**config.mk**
```make
export PLATFORM = sky130hd
export DESIGN_NAME = div_ctrl
export DESIGN_NICKNAME = d
export VERILOG_FILES = /design/src/rtl/div_ctrl_pkg.sv /design/src/rtl/div_ctrl.sv
export SDC_FILE = /design/constraint.sdc
export NUM_CORES = 1
export LEC_CHECK = 0
export BUFFER_PORTS_ARGS = -buffer_cell sky130_fd_sc_hd__buf_4
export CAP_MARGIN = 10
export CORE_ASPECT_RATIO = 0.8
export CORE_MARGIN = 1
export CORE_UTILIZATION = 36
export CTS_CLUSTER_DIAMETER = 100
export DETAILED_ROUTE_END_ITERATION = 12
export PLACE_DENSITY_LB_ADDON = 0.12
export SETUP_SLACK_MARGIN = 0.3
export SYNTH_ARGS = -nofsm -noshare
export SYNTH_HDL_FRONTEND = slang
export SYNTH_SLANG_ARGS = --single-unit
```
**constraint.sdc**
```tcl
create_clock -name clk -period 6.4 [get_ports clk]
set_input_delay 0.32 -clock clk [delete_from_list [all_inputs] [get_ports clk]]
set_output_delay 0.32 -clock clk [all_outputs]
set_load 0.05 [all_outputs]
```
**src/rtl/div_ctrl_pkg.sv**
```systemverilog
// Shared definitions for the divider controller: widths, op and state encodings.
package div_ctrl_pkg;

  localparam int unsigned DIV_CYCLES = 34;
  localparam int unsigned DATA_W     = 32;

  typedef enum logic [1:0] {
    OP_DIV  = 2'd0,
    OP_MOD  = 2'd1,
    OP_DIVU = 2'd2,
    OP_MODU = 2'd3
  } op_t;

  typedef enum logic [2:0] {
    ST_IDLE  = 3'd0,
    ST_ISSUE = 3'd1,
    ST_WAIT  = 3'd2,
    ST_DONE  = 3'd3,
    ST_DRAIN = 3'd4
  } state_t;

  // Remainder ops return the low half of the core result.
  function automatic logic op_is_rem(input op_t op);
    return (op == OP_MOD) || (op == OP_MODU);
  endfunction

endpackage

```
**src/rtl/div_ctrl.sv**
```systemverilog
// Divider controller: accepts a request from EX, issues it to the external
// signed/unsigned divider core, waits for the result and hands it back.
// Handles pipeline flush in every phase and a latency watchdog.
module div_ctrl
  import div_ctrl_pkg::*;
#(
  parameter int unsigned DIV_LAT = DIV_CYCLES
) (
  input  logic                clk,
  input  logic                rst,
  input  logic                req_valid,
  output logic                req_ready,
  input  logic [1:0]          req_op,
  input  logic [DATA_W-1:0]   req_dividend,
  input  logic [DATA_W-1:0]   req_divisor,
  input  logic                flush,
  output logic                resp_valid,
  input  logic                resp_ready,
  output logic [DATA_W-1:0]   resp_data,
  output logic                busy,
  output logic                core_s_tvalid,
  input  logic                core_s_tready,
  output logic                core_signed,
  output logic [DATA_W-1:0]   core_dividend,
  output logic [DATA_W-1:0]   core_divisor,
  input  logic                core_dout_tvalid,
  input  logic [2*DATA_W-1:0] core_dout_tdata,
  output logic                lat_err
);

  localparam int unsigned CNT_W = $clog2(DIV_LAT + 1);

  state_t           state;
  state_t           state_nxt;
  op_t              op_q;
  logic [CNT_W-1:0] lat_cnt;
  logic             flush_seen;
  logic             accept;
  logic             issue_hs;
  logic             capture;
  logic             lat_hit;

  // Handshake and status decodes, all derived from the state register.
  assign req_ready     = (state == ST_IDLE) && !flush;
  assign resp_valid    = (state == ST_DONE) && !flush;
  assign busy          = (state != ST_IDLE);
  assign core_s_tvalid = (state == ST_ISSUE);
  assign accept        = req_valid && req_ready;
  assign issue_hs      = (state == ST_ISSUE) && core_s_tready;
  assign capture       = (state == ST_WAIT) && core_dout_tvalid && !flush;
  assign lat_hit       = (lat_cnt == CNT_W'(DIV_LAT - 1)) || (lat_cnt == CNT_W'(DIV_LAT));

  // State register.
  always_ff @(posedge clk or posedge rst) begin
    if (rst) state <= ST_IDLE;
    else     state <= state_nxt;
  end

  // Next-state logic.
  always_comb begin
    state_nxt = state;
    unique case (state)
      ST_IDLE: begin
        if (accept) state_nxt = ST_ISSUE;
      end
      ST_ISSUE: begin
        // Once offered, the operation must complete on the core even if flushed.
        if (core_s_tready) state_nxt = (flush_seen || flush) ? ST_DRAIN : ST_WAIT;
      end
      ST_WAIT: begin
        if (core_dout_tvalid) state_nxt = flush ? ST_IDLE : ST_DONE;
        else if (flush)       state_nxt = ST_DRAIN;
      end
      ST_DONE: begin
        if (flush || resp_ready) state_nxt = ST_IDLE;
      end
      ST_DRAIN: begin
        if (core_dout_tvalid) state_nxt = ST_IDLE;
      end
      default: state_nxt = ST_IDLE;
    endcase
  end

  // Operand, op and core select capture on request acceptance.
  always_ff @(posedge clk or posedge rst) begin
    if (rst) begin
      op_q          <= OP_DIV;
      core_signed   <= 1'b0;
      core_dividend <= '0;
      core_divisor  <= '0;
    end else if (accept) begin
      op_q          <= op_t'(req_op);
      core_signed   <= !req_op[1];
      core_dividend <= req_dividend;
      core_divisor  <= req_divisor;
    end
  end

  // Remember a flush seen while the core has not yet taken the operands.
  always_ff @(posedge clk or posedge rst) begin
    if (rst)                                 flush_seen <= 1'b0;
    else if (state != ST_ISSUE || issue_hs)  flush_seen <= 1'b0;
    else if (flush)                          flush_seen <= 1'b1;
  end

  // Latency counter: cleared on issue, counts and saturates while waiting.
  always_ff @(posedge clk or posedge rst) begin
    if (rst)                                                   lat_cnt <= '0;
    else if (issue_hs)                                         lat_cnt <= '0;
    else if (state == ST_WAIT && lat_cnt != CNT_W'(DIV_LAT))   lat_cnt <= lat_cnt + CNT_W'(1);
  end

  // Sticky watchdog flag, cleared only by reset.
  always_ff @(posedge clk or posedge rst) begin
    if (rst)                                               lat_err <= 1'b0;
    else if (state == ST_WAIT && !core_dout_tvalid && lat_hit) lat_err <= 1'b1;
  end

  // Result capture; holds until the next capture.
  always_ff @(posedge clk or posedge rst) begin
    if (rst)          resp_data <= '0;
    else if (capture) resp_data <= op_is_rem(op_q) ? core_dout_tdata[DATA_W-1:0]
                                                   : core_dout_tdata[2*DATA_W-1:DATA_W];
  end

endmodule

```
==> results of run 1 <==
-- sequential cells by signal, summed over array words and instances, names as in the netlist --
signal / flops
core_divisor: 32
core_dividend: 32
state: 3
lat_err: 1
resp_data: 32
lat_cnt: 6
flush_seen: 1
op_q: 1
core_signed: 1
-- worst max-delay path: stages (launching register included) --
cell and delay (ps):
dfrtp_1 530, nor2b_1 290, and3_2 910, a21oi_1 170
-- cell families after synthesis --
group           share of synthesized area, %
simple gates                            7.44
buf+inv                                 2.90
xor+xnor                               0.564
fa+ha+maj                              0.806
flops                                   58.6
mux                                     24.5
compound gates                          5.26
-- synth_stat cells --
cell type / count
nor3b_1: 1
a41oi_1: 1
nor2b_1: 2
nor3b_2: 1
o21ai_0: 1
nand3_1: 3
a211o_1: 1
or3_1: 1
mux2_4: 18
nand2_1: 11
nand2b_1: 1
o2111ai_1: 1
buf_6: 3
nor4_4: 1
and3_1: 3
clkbuf_1: 3
nor4b_1: 2
o2bb2ai_1: 1
a31o_2: 1
ha_1: 3
nand4_1: 2
o31ai_1: 1
a31oi_1: 1
and2_1: 1
dfrtp_1: 109
or3b_1: 1
a21oi_1: 35
buf_2: 15
xor2_1: 3
a21boi_0: 1
nor2_1: 41
mux2i_1: 34
inv_1: 4
nand2_2: 1
mux2_2: 47
-- power breakdown --
part	switching [uW]	total, uW	internal [uW]
sequential	245	1260	1010
clock	248	525	277
combinational	1540	2380	834
-- layout make-up --
| class | instances | area (sq um) | share of cell area, % |
|---|---|---|---|
| Sequential cell | 109 | 2730 | 39.9 |
| Multi-Input combinational cell | 221 | 1800 | 26.3 |
| Timing Repair Buffer | 239 | 1790 | 26.2 |
| Clock buffer | 10 | 239 | 3.49 |
| Tap cell | 171 | 214 | 3.13 |
| Clock inverter | 6 | 46.3 | 0.677 |
| Inverter | 4 | 17.5 | 0.256 |
-- stage by stage --
stage | hold slack, ps | std cells | power (uW) | utilization, %
floorplan | 429 | 355 | 2920 | -
global placement | 388 | 744 | 3620 | 52.9
detailed placement | 392 | 744 | 3670 | 52.9
CTS | 26.7 | 760 | 4200 | 55.2
global route | 37.7 | 760 | 4370 | 55.2
finish | 9.29 | 760 | 4160 | 55.2
-- worst max path at each step --
stage / startpoint / endpoint / slack, ps / cells past startpoint
final: state[1] / resp_data[9] / 4290 / 3
after global routing: state[1] / resp_data[0] / 4010 / 4
after CTS: state[0] / core_divisor[17] / 4260 / 3
after detailed placement: state[0] / core_divisor[16] / 4280 / 3
after global placement: state[0] / core_divisor[5] / 4330 / 3
after floorplan: rst / core_dividend[0] / 3210 / 1
-- per-layer routing --
layer	part of all wire, %	global-route usage [%]	routed length [microns]	vias to the layer above
met4	1.6	5.13	183	0
met5	0	0	0	-
li1	-	-	-	1685
met1	41	21.5	4780	1639
met2	49	29.6	5770	146
met3	8.1	5.68	951	13
==> results.toml, run 1 <==
[timing]
skew_ps = 5.42
worst_slack_ps = 4290
tightest_slew_ps = 1030
min_period_ps = 2110
hold_viol = 0
rsz0062_at_grt = "no"
slew_violations = 0
setup_tns_ps = 0
final-setup-viol-count = 0
finalCritPeriodShare_pct = 33.0
fmax_mhz = 473
relSlewSlack_pct = 31.0

[synthesis]
synthCells = 355
yosysSeqAreaShare_pct = 58.6
syn_area_sq_um = 4660
synth_area_leader_cell = "dfrtp_1"
syn-num-nets = 495
yosysTopAreaCellShare_pct = 58.6
synthTopCellsByArea = "dfrtp_1 59%, mux2_2 11%, mux2i_1 7.3%"
yosys_warnings = 0
ys_seq_elements = 109
ys_types = 35
synth_area_per_cell_sq_um = 13.1

[die]
die_x_microns = 129
die_area_sq_um = 13400
io-pin-count = 239
die_h_microns = 104
coreArea_sq_um = 12400
rows = 36
start_util_pct = 37.6

[route]
via_count = 3483
drt_wl_total_microns = 11700
drt_iter0_drc = 182
vias_per_cell = 4.58
route.detailed.drc = 0
wire_per_inst_microns = 15.4
ant_nets = 0
firstDrtPassIters = 4

[cells_and_area]
nNetsFinal = 724
diodes = 0
design_area_sq_um = 6840
nFillCells = 1069
area_growth_pct = 46.9
layout_commonest_cell = "buf_4"
final_cell_mix = "239 x buf_4, 108 x dfrtp_1, 47 x mux2_2"
drive_above_1_share_pct = 55.5

[placed_design]
dpl.hpwl_microns = 8800
place_ws_ps = 4280
port_buffers = 238
gp_congestion = 0.814
placed_area_sq_um = 6560

[global_routing]
grt_usage_pct = 17.6
grt_pass1_vias = 3544
overflow = 0
grt_pass1_wl_microns = 18200
grt_start_max_net_pins = 72
antenna_found_initial = 0

[setup_path]
crit_type = "flip-flop to flip-flop"
r2r_end = "resp_data[9]"
cp_max_fo = 64
required_ps = 6560
worst-r2r-setup-slack_ps = 4290
reg2reg_from = "state[1]"
worst_setup_path_end_kind = "flip-flop"
cp.arrival_ps = 2280
reg2reg_depth = 3
crit_path_start_kind = "flip-flop"

[clocking]
numCtsBuffers = 9
htreeDepth = 3
numClockSinks = 109
cts_setup_buffers = 0
cts.hold.buffers_added = 0
cts_resized = 0
cts_max_path_buffers = 2
cts-root-buf = "clkbuf_16"
clk_latency_ps = 340
clk_pin_slew_worst_paths_ps = 70
cts_tree = "built"

[min_path]
hold_path_class = "primary input to async pin"

[outcome]
status = "finished, final reports clean"

[power]
pwr_density_cell_nw_per_um2 = 608
peakVddDrop_uv = 296
power.leakage_uw = 0.00346

[run]
maxCapViolCount = 0
No activity file was read; power rests on OpenSTA's default activity.
==> run 2: changes to the inputs <==
clock period = 1.8 ns   (was 6.4 ns; I/O delays follow)
==> results.toml, run 2 (same netlist as run 1, synthesis figures left out) <==
[placed_design]
place_ws_ps = 152
dp.cells = 757
gp_congestion = 0.822
placed_area_sq_um = 6720
dpl.hpwl_microns = 9140
port_buffers = 238

[power]
peakVddDrop_uv = 1600
power.leakage_uw = 0.00401
pwr_density_cell_nw_per_um2 = 1960

[run]
maxCapViolCount = 0

[die]
die_h_microns = 104
start_util_pct = 37.6
io-pin-count = 239
die_x_microns = 129
rows = 36
die_area_sq_um = 13400
coreArea_sq_um = 12400

[cells_and_area]
drive_above_1_share_pct = 58.9
multi_input_area_sq_um = 2030
seq_area_sq_um = 2730
layout_commonest_cell = "buf_4"
largestRegisters = "core_dividend x32, core_divisor x32, resp_data x32"
nFillCells = 948
finalNonFillerCells = 857
area_growth_pct = 76.7
diodes = 0
final_cell_mix = "249 x buf_4, 106 x dfrtp_1, 67 x dlygate4sd3_1"
nNetsFinal = 821
design_area_sq_um = 8230

[setup_path]
critPathMaxStageDelay_ps = 420
cp_max_fo = 8
worst-r2r-setup-slack_ps = 240
cp_slowest_cell = "dfrtp_1"
crit_type = "flip-flop to output port"
worstPathCellList = "buf_6, or3_4, buf_8"
crit_path_start_kind = "flip-flop"
worst_setup_path_end_kind = "output port"
required_ps = 1710
cp.arrival_ps = 1480

[clocking]
cts_tree = "built"
clk_latency_ps = 340
numCtsBuffers = 9
cts-root-buf = "clkbuf_16"
htreeDepth = 3
cts_max_path_buffers = 2
numClockSinks = 109
clk_pin_slew_worst_paths_ps = 70

[global_routing]
overflow = 0
grt_util_met3_pct = 5.68
grt_usage_pct = 20.3
use_met1_pct = 24.6
grt_pass1_vias = 4238
top_usage_layer = "met2"
grt_pass1_wl_microns = 21200
antenna_found_initial = 0
grt_start_max_net_pins = 63
use_met2_pct = 35.3

[timing]
worst_slack_ps = 234
slew_violations = 0
min_period_ps = 1570
relSlewSlack_pct = 60.1
setup_tns_ps = 0
finalCritPeriodShare_pct = 87.0
fmax_mhz = 638
tightest_slew_ps = 599
rsz0062_at_grt = "yes"
skew_ps = 7.80
hold_viol = 0
final-setup-viol-count = 0

[outcome]
status = "finished, final reports clean"

[route]
wire_per_inst_microns = 16.7
route.detailed.drc = 0
drt_iter0_drc = 132
via_count = 4048
ant_nets = 0
firstDrtPassIters = 4
drt_wl_total_microns = 14300
vias_per_cell = 4.72

[min_path]
hold_path_class = "primary input to flip-flop"
-- run 2: cell count changes in the layout (fill, tap and decap cells not counted), moves of 11 or more --
cell | before | now
dlygate4sd3_1 | 0 | 67
nor2_4 | 0 | 11
a21oi_2 | 0 | 15
a21oi_1 | 35 | 20
nor2_1 | 41 | 18
nor2_2 | 0 | 12
-- run 2: worst paths after layout --
check | startpoint | to | depth (start not counted)
setup / recovery | state[0] | busy | 3
hold / removal | core_dout_tdata[56] | resp_data[24] | 3
setup reg to reg | state[2] | state[2] | 4
hold reg to reg | core_signed | core_signed | 2
max in group asynchronous | rst | core_divisor[8] | 4
min in group asynchronous | rst | lat_err | 4
-- run 2: layer usage --
metal	part of all wire, %	vias to the layer above
met2	50	157
met3	7.1	18
li1	-	1895
met1	42	1978
met4	1.3	0
met5	0	-
-- run 2: area by class of cell --
cell class | count | share of cell area, %
repair buffers | 336 | 35.3
flip-flops and latches | 109 | 33.2
multi-input cells | 221 | 24.7
clock buffers | 13 | 3.16
well taps | 171 | 2.60
clock inverters | 3 | 0.821
inverters | 4 | 0.228
-- run 2: power by group --
group,total [uW],leakage (uW),switching (uW),internal (uW)
logic,9570,0.00252,5990,3580
registers,4420,0.00133,809,3610
clock network,2170,0.000156,868,1300
-- run 2: repair_timing --
item / CTS / global route
endpoints found under the hold margin: 175 / 0
pin swaps: 5 / 3
hold buffers: 67 / 0
gates cloned: 1 / 7
endpoints found under the setup margin: 103 / 109
buffers inserted: 7 / 2
gates resized for setup: 24 / 52
-- run 2: worst max-delay path: cells and delay by family, from the launching register on --
kind / cells / cell delay, ps
flip-flops: 1 / 420
AND/OR/NAND/NOR: 1 / 390
buffers and inverters: 2 / 320
-- run 2: metrics by stage --
| stage | utilization, % | power [uW] | hold slack (ps) |
|---|---|---|---|
| floorplan | - | 10400 | 199 |
| global placement | 54.2 | 13000 | 222 |
| detailed placement | 54.2 | 13200 | 225 |
| CTS | 63.7 | 15800 | 39.6 |
| global route | 66.4 | 16800 | 53.2 |
| finish | 66.4 | 16200 | 51.6 |
